===== src/rtl/turnstile_ctrl.sv =====
// Turnstile controller: card read, fare deduction, remaining-balance display and gate release.
// All outputs are registered from the next state, so they change on the same edge as the state.
//
//   state  | meaning
//   -------+---------------------------------------------------------------
//   IDLE   | waiting for an armed card; display 8/B
//   READ   | card must stay present READ_TICKS cycles; display 8/8
//   CHECK  | one cycle: fare check, write-back strobe if affordable; 8/8
//   SHOW   | remaining balance as two BCD digits for SHOW_TICKS cycles
//   OPEN   | gate released until a passage or OPEN_TICKS cycles; F/0
//   REJECT | insufficient balance code A/0 for SHOW_TICKS cycles

module turnstile_ctrl #(
  parameter int BAL_W      = 8,
  parameter int FARE       = 5,
  parameter int READ_TICKS = 400,
  parameter int SHOW_TICKS = 600,
  parameter int OPEN_TICKS = 800,
  parameter int CNT_W      = 16
) (
  input  logic             clk,
  input  logic             reset,
  input  logic             card_present,
  input  logic [BAL_W-1:0] card_bal,
  input  logic             pass_sensor,
  output logic [BAL_W-1:0] new_bal,
  output logic             new_bal_valid,
  output logic [3:0]       disp_hi,
  output logic [3:0]       disp_lo,
  output logic             gate_open,
  output logic [CNT_W-1:0] pass_count,
  output logic [2:0]       state_dbg
);

  typedef enum logic [2:0] {
    S_IDLE   = 3'd0,
    S_READ   = 3'd1,
    S_CHECK  = 3'd2,
    S_SHOW   = 3'd3,
    S_OPEN   = 3'd4,
    S_REJECT = 3'd5
  } state_t;

  localparam int MAX_RS = (READ_TICKS > SHOW_TICKS) ? READ_TICKS : SHOW_TICKS;
  localparam int MAX_T  = (MAX_RS > OPEN_TICKS) ? MAX_RS : OPEN_TICKS;
  localparam int TICK_W = (MAX_T > 1) ? $clog2(MAX_T) : 1;
  localparam int EXT_W  = (BAL_W > 7) ? BAL_W : 7;

  localparam logic [BAL_W-1:0]  FARE_B    = BAL_W'(FARE);
  localparam logic [TICK_W-1:0] READ_LAST = TICK_W'(READ_TICKS - 1);
  localparam logic [TICK_W-1:0] SHOW_LAST = TICK_W'(SHOW_TICKS - 1);
  localparam logic [TICK_W-1:0] OPEN_LAST = TICK_W'(OPEN_TICKS - 1);

  state_t             state_q, state_d;
  logic [TICK_W-1:0]  tick_q, tick_d;
  logic               arm_q, arm_d;
  logic [BAL_W-1:0]   bal_q, bal_d;
  logic [BAL_W-1:0]   new_bal_q, new_bal_d;
  logic               nbv_q, nbv_d;
  logic [3:0]         disp_hi_q, disp_hi_d;
  logic [3:0]         disp_lo_q, disp_lo_d;
  logic               gate_q, gate_d;
  logic [CNT_W-1:0]   cnt_q, cnt_d;

  logic [BAL_W-1:0]   rem;
  logic [EXT_W-1:0]   rem_ext, rem_clamp;
  logic [3:0]         rem_tens, rem_units;

  // Remainder shown in SHOW; bal_q is stable from the CHECK cycle until the next read.
  always_comb begin
    rem       = bal_q - FARE_B;
    rem_ext   = EXT_W'(rem);
    rem_clamp = (rem_ext > EXT_W'(99)) ? EXT_W'(99) : rem_ext;
    rem_tens  = 4'(rem_clamp / EXT_W'(10));
    rem_units = 4'(rem_clamp % EXT_W'(10));
  end

  always_comb begin
    state_d = state_q;
    bal_d   = bal_q;
    case (state_q)
      S_IDLE:   if (card_present && arm_q) state_d = S_READ;
      S_READ: begin
        if (!card_present) begin
          state_d = S_IDLE;
        end else if (tick_q == READ_LAST) begin
          state_d = S_CHECK;
          bal_d   = card_bal;
        end
      end
      S_CHECK:  state_d = (bal_q >= FARE_B) ? S_SHOW : S_REJECT;
      S_SHOW:   if (tick_q == SHOW_LAST) state_d = S_OPEN;
      S_OPEN:   if (pass_sensor || (tick_q == OPEN_LAST)) state_d = S_IDLE;
      S_REJECT: if (tick_q == SHOW_LAST) state_d = S_IDLE;
      default:  state_d = S_IDLE;
    endcase

    tick_d = (state_d != state_q) ? '0 : tick_q + TICK_W'(1);

    arm_d = arm_q;
    if (!card_present) begin
      arm_d = 1'b1;
    end else if (state_q == S_CHECK) begin
      arm_d = 1'b0;
    end

    // The write-back is registered on the edge into CHECK so the strobe spans exactly that cycle.
    new_bal_d = new_bal_q;
    nbv_d     = 1'b0;
    if ((state_q == S_READ) && (state_d == S_CHECK) && (card_bal >= FARE_B)) begin
      new_bal_d = card_bal - FARE_B;
      nbv_d     = 1'b1;
    end

    case (state_d)
      S_IDLE:          begin disp_hi_d = 4'h8;     disp_lo_d = 4'hB;      end
      S_READ, S_CHECK: begin disp_hi_d = 4'h8;     disp_lo_d = 4'h8;      end
      S_SHOW:          begin disp_hi_d = rem_tens; disp_lo_d = rem_units; end
      S_OPEN:          begin disp_hi_d = 4'hF;     disp_lo_d = 4'h0;      end
      S_REJECT:        begin disp_hi_d = 4'hA;     disp_lo_d = 4'h0;      end
      default:         begin disp_hi_d = 4'h8;     disp_lo_d = 4'hB;      end
    endcase

    gate_d = (state_d == S_OPEN);

    cnt_d = cnt_q;
    if ((state_q == S_OPEN) && pass_sensor && (cnt_q != '1)) begin
      cnt_d = cnt_q + CNT_W'(1);
    end
  end

  always_ff @(posedge clk or negedge reset) begin
    if (!reset) begin
      state_q   <= S_IDLE;
      tick_q    <= '0;
      arm_q     <= 1'b1;
      bal_q     <= '0;
      new_bal_q <= '0;
      nbv_q     <= 1'b0;
      disp_hi_q <= 4'h8;
      disp_lo_q <= 4'hB;
      gate_q    <= 1'b0;
      cnt_q     <= '0;
    end else begin
      state_q   <= state_d;
      tick_q    <= tick_d;
      arm_q     <= arm_d;
      bal_q     <= bal_d;
      new_bal_q <= new_bal_d;
      nbv_q     <= nbv_d;
      disp_hi_q <= disp_hi_d;
      disp_lo_q <= disp_lo_d;
      gate_q    <= gate_d;
      cnt_q     <= cnt_d;
    end
  end

  assign new_bal       = new_bal_q;
  assign new_bal_valid = nbv_q;
  assign disp_hi       = disp_hi_q;
  assign disp_lo       = disp_lo_q;
  assign gate_open     = gate_q;
  assign pass_count    = cnt_q;
  assign state_dbg     = state_q;

endmodule


===== config.mk =====
export PLATFORM = sky130hd
export DESIGN_NAME = turnstile_ctrl
export DESIGN_NICKNAME = d
export VERILOG_FILES = /design/src/rtl/turnstile_ctrl.sv
export SDC_FILE = /design/constraint.sdc
export NUM_CORES = 1
export LEC_CHECK = 0
export CORE_ASPECT_RATIO = 0.75
export CORE_UTILIZATION = 56
export CTS_BUF_LIST = sky130_fd_sc_hd__clkbuf_8
export DETAILED_ROUTE_END_ITERATION = 7
export HOLD_SLACK_MARGIN = 0.06
export PLACE_DENSITY = 0.85
export SYNTH_ARGS = -nofsm -noshare
export SYNTH_HDL_FRONTEND = slang
export SYNTH_SLANG_ARGS = --single-unit

===== constraint.sdc =====
create_clock -name clk -period 4.1 [get_ports clk]
set_input_delay 0.82 -clock clk [delete_from_list [all_inputs] [get_ports clk]]
set_output_delay 0.82 -clock clk [all_outputs]
set_load 0.01 [all_outputs]

== After elaboration in Yosys (flattened, before gate mapping) ==
Index checks and enable logic that the tools add are counted.

* $add $sub $neg: 4
* Div/mod/pow operators: 2
* Magnitude comparators: 3
* Equality and inequality tests: 16
* Multiplexer cells: 15
* Reductions and logical operators: 10

{| class="wikitable"
|+ Operators with widths
! operator !! count
|-
| 4-bit one-hot mux with 3 select lines || 2
|-
| 3-bit two-way mux || 7
|-
| 10-bit equality test (second input constant) || 2
|-
| 3-bit one-hot mux with 6 select lines || 1
|-
| 16-bit by 1-bit adder with 16-bit output (second input constant) || 1
|-
| 8-bit by 3-bit >= comparator with 1-bit output (second input constant) || 2
|-
| 16-bit != test (second input constant) || 1
|-
| 8-bit by 3-bit subtractor with 8-bit output (second input constant) || 2
|-
| 3-bit by 2-bit equality test with 1-bit output (second input constant) || 4
|-
| 3-bit equality test (second input constant) || 4
|-
| 10-bit by 1-bit adder with 10-bit output (second input constant) || 1
|-
| 10-bit by 9-bit equality test with 1-bit output (second input constant) || 1
|-
| 10-bit two-way mux || 1
|-
| 8-bit by 4-bit divider with 8-bit output (second input constant) || 1
|-
| 8-bit by 7-bit greater-than comparator with 1-bit output (second input constant) || 1
|-
| 8-bit by 4-bit modulo with 8-bit output (second input constant) || 1
|-
| 8-bit two-way mux || 1
|-
| 3-bit by 1-bit equality test with 1-bit output (second input constant) || 2
|-
| 1-bit logical AND || 5
|-
| 2-bit OR reduction || 2
|-
| 3-bit zero test || 1
|-
| 1-bit two-way mux || 3
|-
| 3-bit != test || 1
|-
| 3-bit AND reduction || 1
|-
| other kinds (2) || 2
|}

* Register bits: 56
* Output and inout port bits: 37
* Logic and storage cells: 60

== Longest topological paths before layout ==
* Word-level depth: 8
* Gate-level depth with buffers: 14
* Depth with buffers taken out: 13

== Worst setup path after synthesis ==
No wires, ideal clock.

* Kind: register to register
* Start point: register bal_q[0]
* End point: register disp_lo_q[3], in the netlist disp_lo[3]
* Setup time: 0.105 ns
* Arrival time: 3.319 ns
* Required time: 3.995 ns
* Path slack: 0.676 ns
* Stages on the path, launching flop included: 15
* Path buffers: 1
* Cells stage by stage: dfrtp_1 -> buf_6 -> inv_1 -> ha_1 -> or3_4 -> a311o_1 -> o221a_1 -> or3_4 -> or3_4 -> mux2i_1 -> nor2_1 -> ha_1 -> a31oi_1 -> nand4_1 -> nor3b_1

* Cells in the longest elaborated chain, start to end: 6
* Elaborated cells on any way between the ends: 15
* Those cells by class: add/sub: 1; div: 1; order compare: 2; eq/ne: 5; mux: 4; reduce/logical: 2

{| class="wikitable"
|+ RTL lines
! what !! RTL line !! source
|-
| start: declaration || 57 || <nowiki>logic [BAL_W-1:0] bal_q, bal_d;</nowiki>
|-
| start signal: assignment || 148 || <nowiki>bal_q <= bal_d;</nowiki>
|-
| parallel branches: the longest is 5 deep, another holds 8-bit by 3-bit subtractor with 8-bit output || -- ||
|-
| 4-bit one-hot mux with 3 select lines * || 115 || <nowiki>case (state_d)</nowiki>
|-
| net disp_lo_d[3] || 61 || <nowiki>logic [3:0] disp_lo_q, disp_lo_d;</nowiki>
|-
| end signal: assignment || 152 || <nowiki>disp_lo_q <= disp_lo_d;</nowiki>
|-
| end: declaration || 61 ||
|}

Mark *: on every way through the listed nets, which the timed path passes.
A chain may end at the register's enable or synchronous reset.

== Worst setup path after layout ==
Same ends and word-level chain as after synthesis.

==> flow_summary.json <==
{
  "critPathMaxFanout": 11,
  "synthTopCellsByArea": "dfrtp_1, xnor2_1, dfstp_2",
  "fmax_mhz": 265,
  "coreArea_mm2": 0.00547,
  "portBuffers": 48,
  "placedCellCount": 458,
  "rr_worst_depth": 13,
  "synth_top_cell_by_area": "dfrtp_1",
  "cts.sinks": 56,
  "grt_max_degree": 37,
  "tightestPinTransition_ns": 0.923,
  "avgSynthCellArea_um2": 9.51,
  "ir_worst_vdd_v": 0.000173,
  "drive_gt1_frac": 0.110,
  "cts_buffer_depth": 2,
  "stdcell_count": 466,
  "n_antenna_cell": 0,
  "numCtsBuffers": 5,
  "leakagePower_nw": 1.69,
  "max-cap-violations": 0,
  "post_cts_buffers": 0,
  "drv_slew": 0,
  "arrival_ns": 3.99,
  "synthDistinctLibCells": 61,
  "final_antenna_net_count": 0,
  "synth_commonest_cells": "dfrtp_1, nor2_1, o21ai_0, nand2_1, xnor2_1",
  "fin_area_mm2": 0.00390,
  "synth_fa_ha_area_frac": 0.0269,
  "seq_area_mm2": 0.00141,
  "fin_setup_tns_ns": 0,
  "fin_crit_sh": 0.921,
  "period_needed_ns": 3.77,
  "synth_seq_cells": 56,
  "htree_levels": 2,
  "fin_nets": 409,
  "maxSlewHeadroom": 0.380,
  "ys.flop_type": "dfrtp_1",
  "first_pass_iters": 5,
  "status": "finished clean",
  "cts-root-buf": "clkbuf_8",
  "antenna_found_initial": 0,
  "rsz0062_at_grt": "no",
  "clkTransAtPathRegs_ns": 0.10,
  "wl_per_cell_um": 15.4,
  "async_flop_share": 1.00,
  "routed_wl_um": 7180,
  "synth.area.mux_share": 0.0468,
  "num_vias": 2766,
  "synth_most_common_cell": "dfrtp_1",
  "synth_xor_area_frac": 0.0806,
  "grt_pass1_wl_um": 11900,
  "row_count": 23,
  "grt_pass1_vias": 2477,
  "synthSimpleGateAreaFrac": 0.213,
  "synth_compound_area_frac": 0.161,
  "fp.dieW_um": 90.1,
  "final-setup-viol-count": 0,
  "die_h_um": 68.1,
  "multi_input_area_mm2": 0.00173,
  "powerDensity_mw_per_mm2": 265,
  "syn-num-nets": 362,
  "n_fill_cell": 429,
  "cts_tree": "built",
  "hold_depth": 1,
  "finClkSkew_ns": 0.00748,
  "grt_usage": 0.245,
  "ys_warn_count": 0,
  "cts_resized": 0,
  "hpwl_um": 5430,
  "synth_top_area_share": 0.391,
  "insertion_delay_ns": 0.31,
  "synth_top_family_by_area": "simple AND/OR/NAND/NOR gates",
  "worst_setup_path_end_kind": "flop",
  "start_kind": "flop",
  "drc": 0,
  "p_total_w": 0.00103,
  "syn2layout_area_growth_pct": 19.6,
  "synth_cells": 343,
  "worstHoldPathType": "flop to flop",
  "die_area_mm2": 0.00614,
  "worst-setup-path-type": "flop to flop",
  "drtIter0Drc": 374,
  "synth_area_mm2": 0.00326,
  "overflow": 0,
  "yosysSeqAreaShare": 0.432,
  "place.gp.congestion": 0.921,
  "vias_per_cell": 5.94,
  "final_util": 0.714,
  "synth_edf_count": 0,
  "ios": 49,
  "hold_viol_final": 0,
  "start_util": 0.597,
  "critical_path_required_ns": 4.32,
  "placed_area_mm2": 0.00379,
  "hold_buffers": 0
}
## cell type report
| type | count | share of cell area |
|---|---|---|
| clock buffer | 5 | 0.0176 |
| clock inverter | 3 | 0.0109 |
| inverter | 18 | 0.0173 |
| multi-input combinational | 259 | 0.444 |
| sequential | 56 | 0.361 |
| tap | 75 | 0.0241 |
| timing repair buffer | 50 | 0.126 |
## critical path, stage by stage (launching register included)
cell,delay (ns)
dfrtp_1,0.54
inv_1,0.08
ha_1,0.29
or3_4,0.35
a311o_1,0.38
o221a_1,0.29
or3_4,0.41
or3_4,0.40
mux2i_1,0.19
nor2_1,0.06
ha_1,0.18
a31oi_1,0.18
nand4_1,0.12
nor3b_1,0.19
## cell families (layout without fill, tap and decap cells)
group,Yosys count,count (layout)
adder cells (fa/ha/maj),7,7
buffers and inverters,28,76
flip-flops,56,56
XOR/XNOR,30,30
multiplexers,14,14
AND/OR/NAND/NOR,131,131
AO/OA/AOI/OAI,77,77
## routing by layer
metal | share of wire | vias up | global-route usage
met5 | 0 | - | 0
met4 | 0.0093 | 0 | 0.0504
li1 | - | 1322 | -
met2 | 0.45 | 99 | 0.401
met3 | 0.060 | 8 | 0.0533
met1 | 0.48 | 1337 | 0.342
## power by group
part	switching, W	total (W)	internal, W	leakage, nW
clock network	0.000176	0.000357	0.000181	0.0541
logic	0.0000529	0.0000925	0.0000397	0.880
registers	0.0000153	0.000584	0.000569	0.755
## worst paths after layout
kind / startpoint / endpoint / slack [ns]
min in group asynchronous: reset / tick_q[6] / 0.60
max reg2reg: bal_q[0] / disp_lo[3] / 0.33
min reg2reg: pass_count[10] / pass_count[10] / 0.51
min: pass_count[10] / pass_count[10] / 0.51
max in group asynchronous: reset / disp_hi[3] / 2.68
max: bal_q[0] / disp_lo[3] / 0.33
## registers in the layout, summed over array words and instances, names as in the netlist
signal         cells
pass_count        16
new_bal_valid      1
state_dbg          3
disp_hi            4
new_bal            8
bal_q              8
disp_lo            4
tick_q            10
arm_q              1
gate_open          1
## per-stage QoR
step / worst slack (ns) / hold WS [ns]
floorplan: 0.676 / 0.425
global placement: 0.498 / 0.443
detailed placement: 0.374 / 0.492
CTS: 0.349 / 0.506
global route: 0.0575 / 0.531
finish: 0.325 / 0.509
## placed cells by master (no fill, tap or decap), drive strengths merged, types with 2 or more instances in the layout
master         synthesis  routed
buf                    6       3
a21o                   3       3
nand4                  5       5
nor3b                  5       5
dfrtp                 51      51
nand3                 16      16
clkbuf                 4       5
a211oi                 4       4
a211o                  4       4
mux2i                  4       4
o211ai                 3       3
o2111ai                2       2
mux2                  10      10
or3                    6       6
or2b                   3       3
nand2b                 7       7
dfstp                  5       5
a21oi                 15      15
inv                   18      18
nand2                 22      22
or2                    3       3
xor2                  10      10
o311ai                 3       3
nor4                   5       5
o21a                   3       3
nor3                  10      10
xnor2                 20      20
ha                     7       7
nor2b                  2       2
nor2                  35      35
o21ai                 25      25
a31oi                  4       4
clkdlybuf4s50          0      47
and3                   6       6
(Power assumes the default switching activity.)
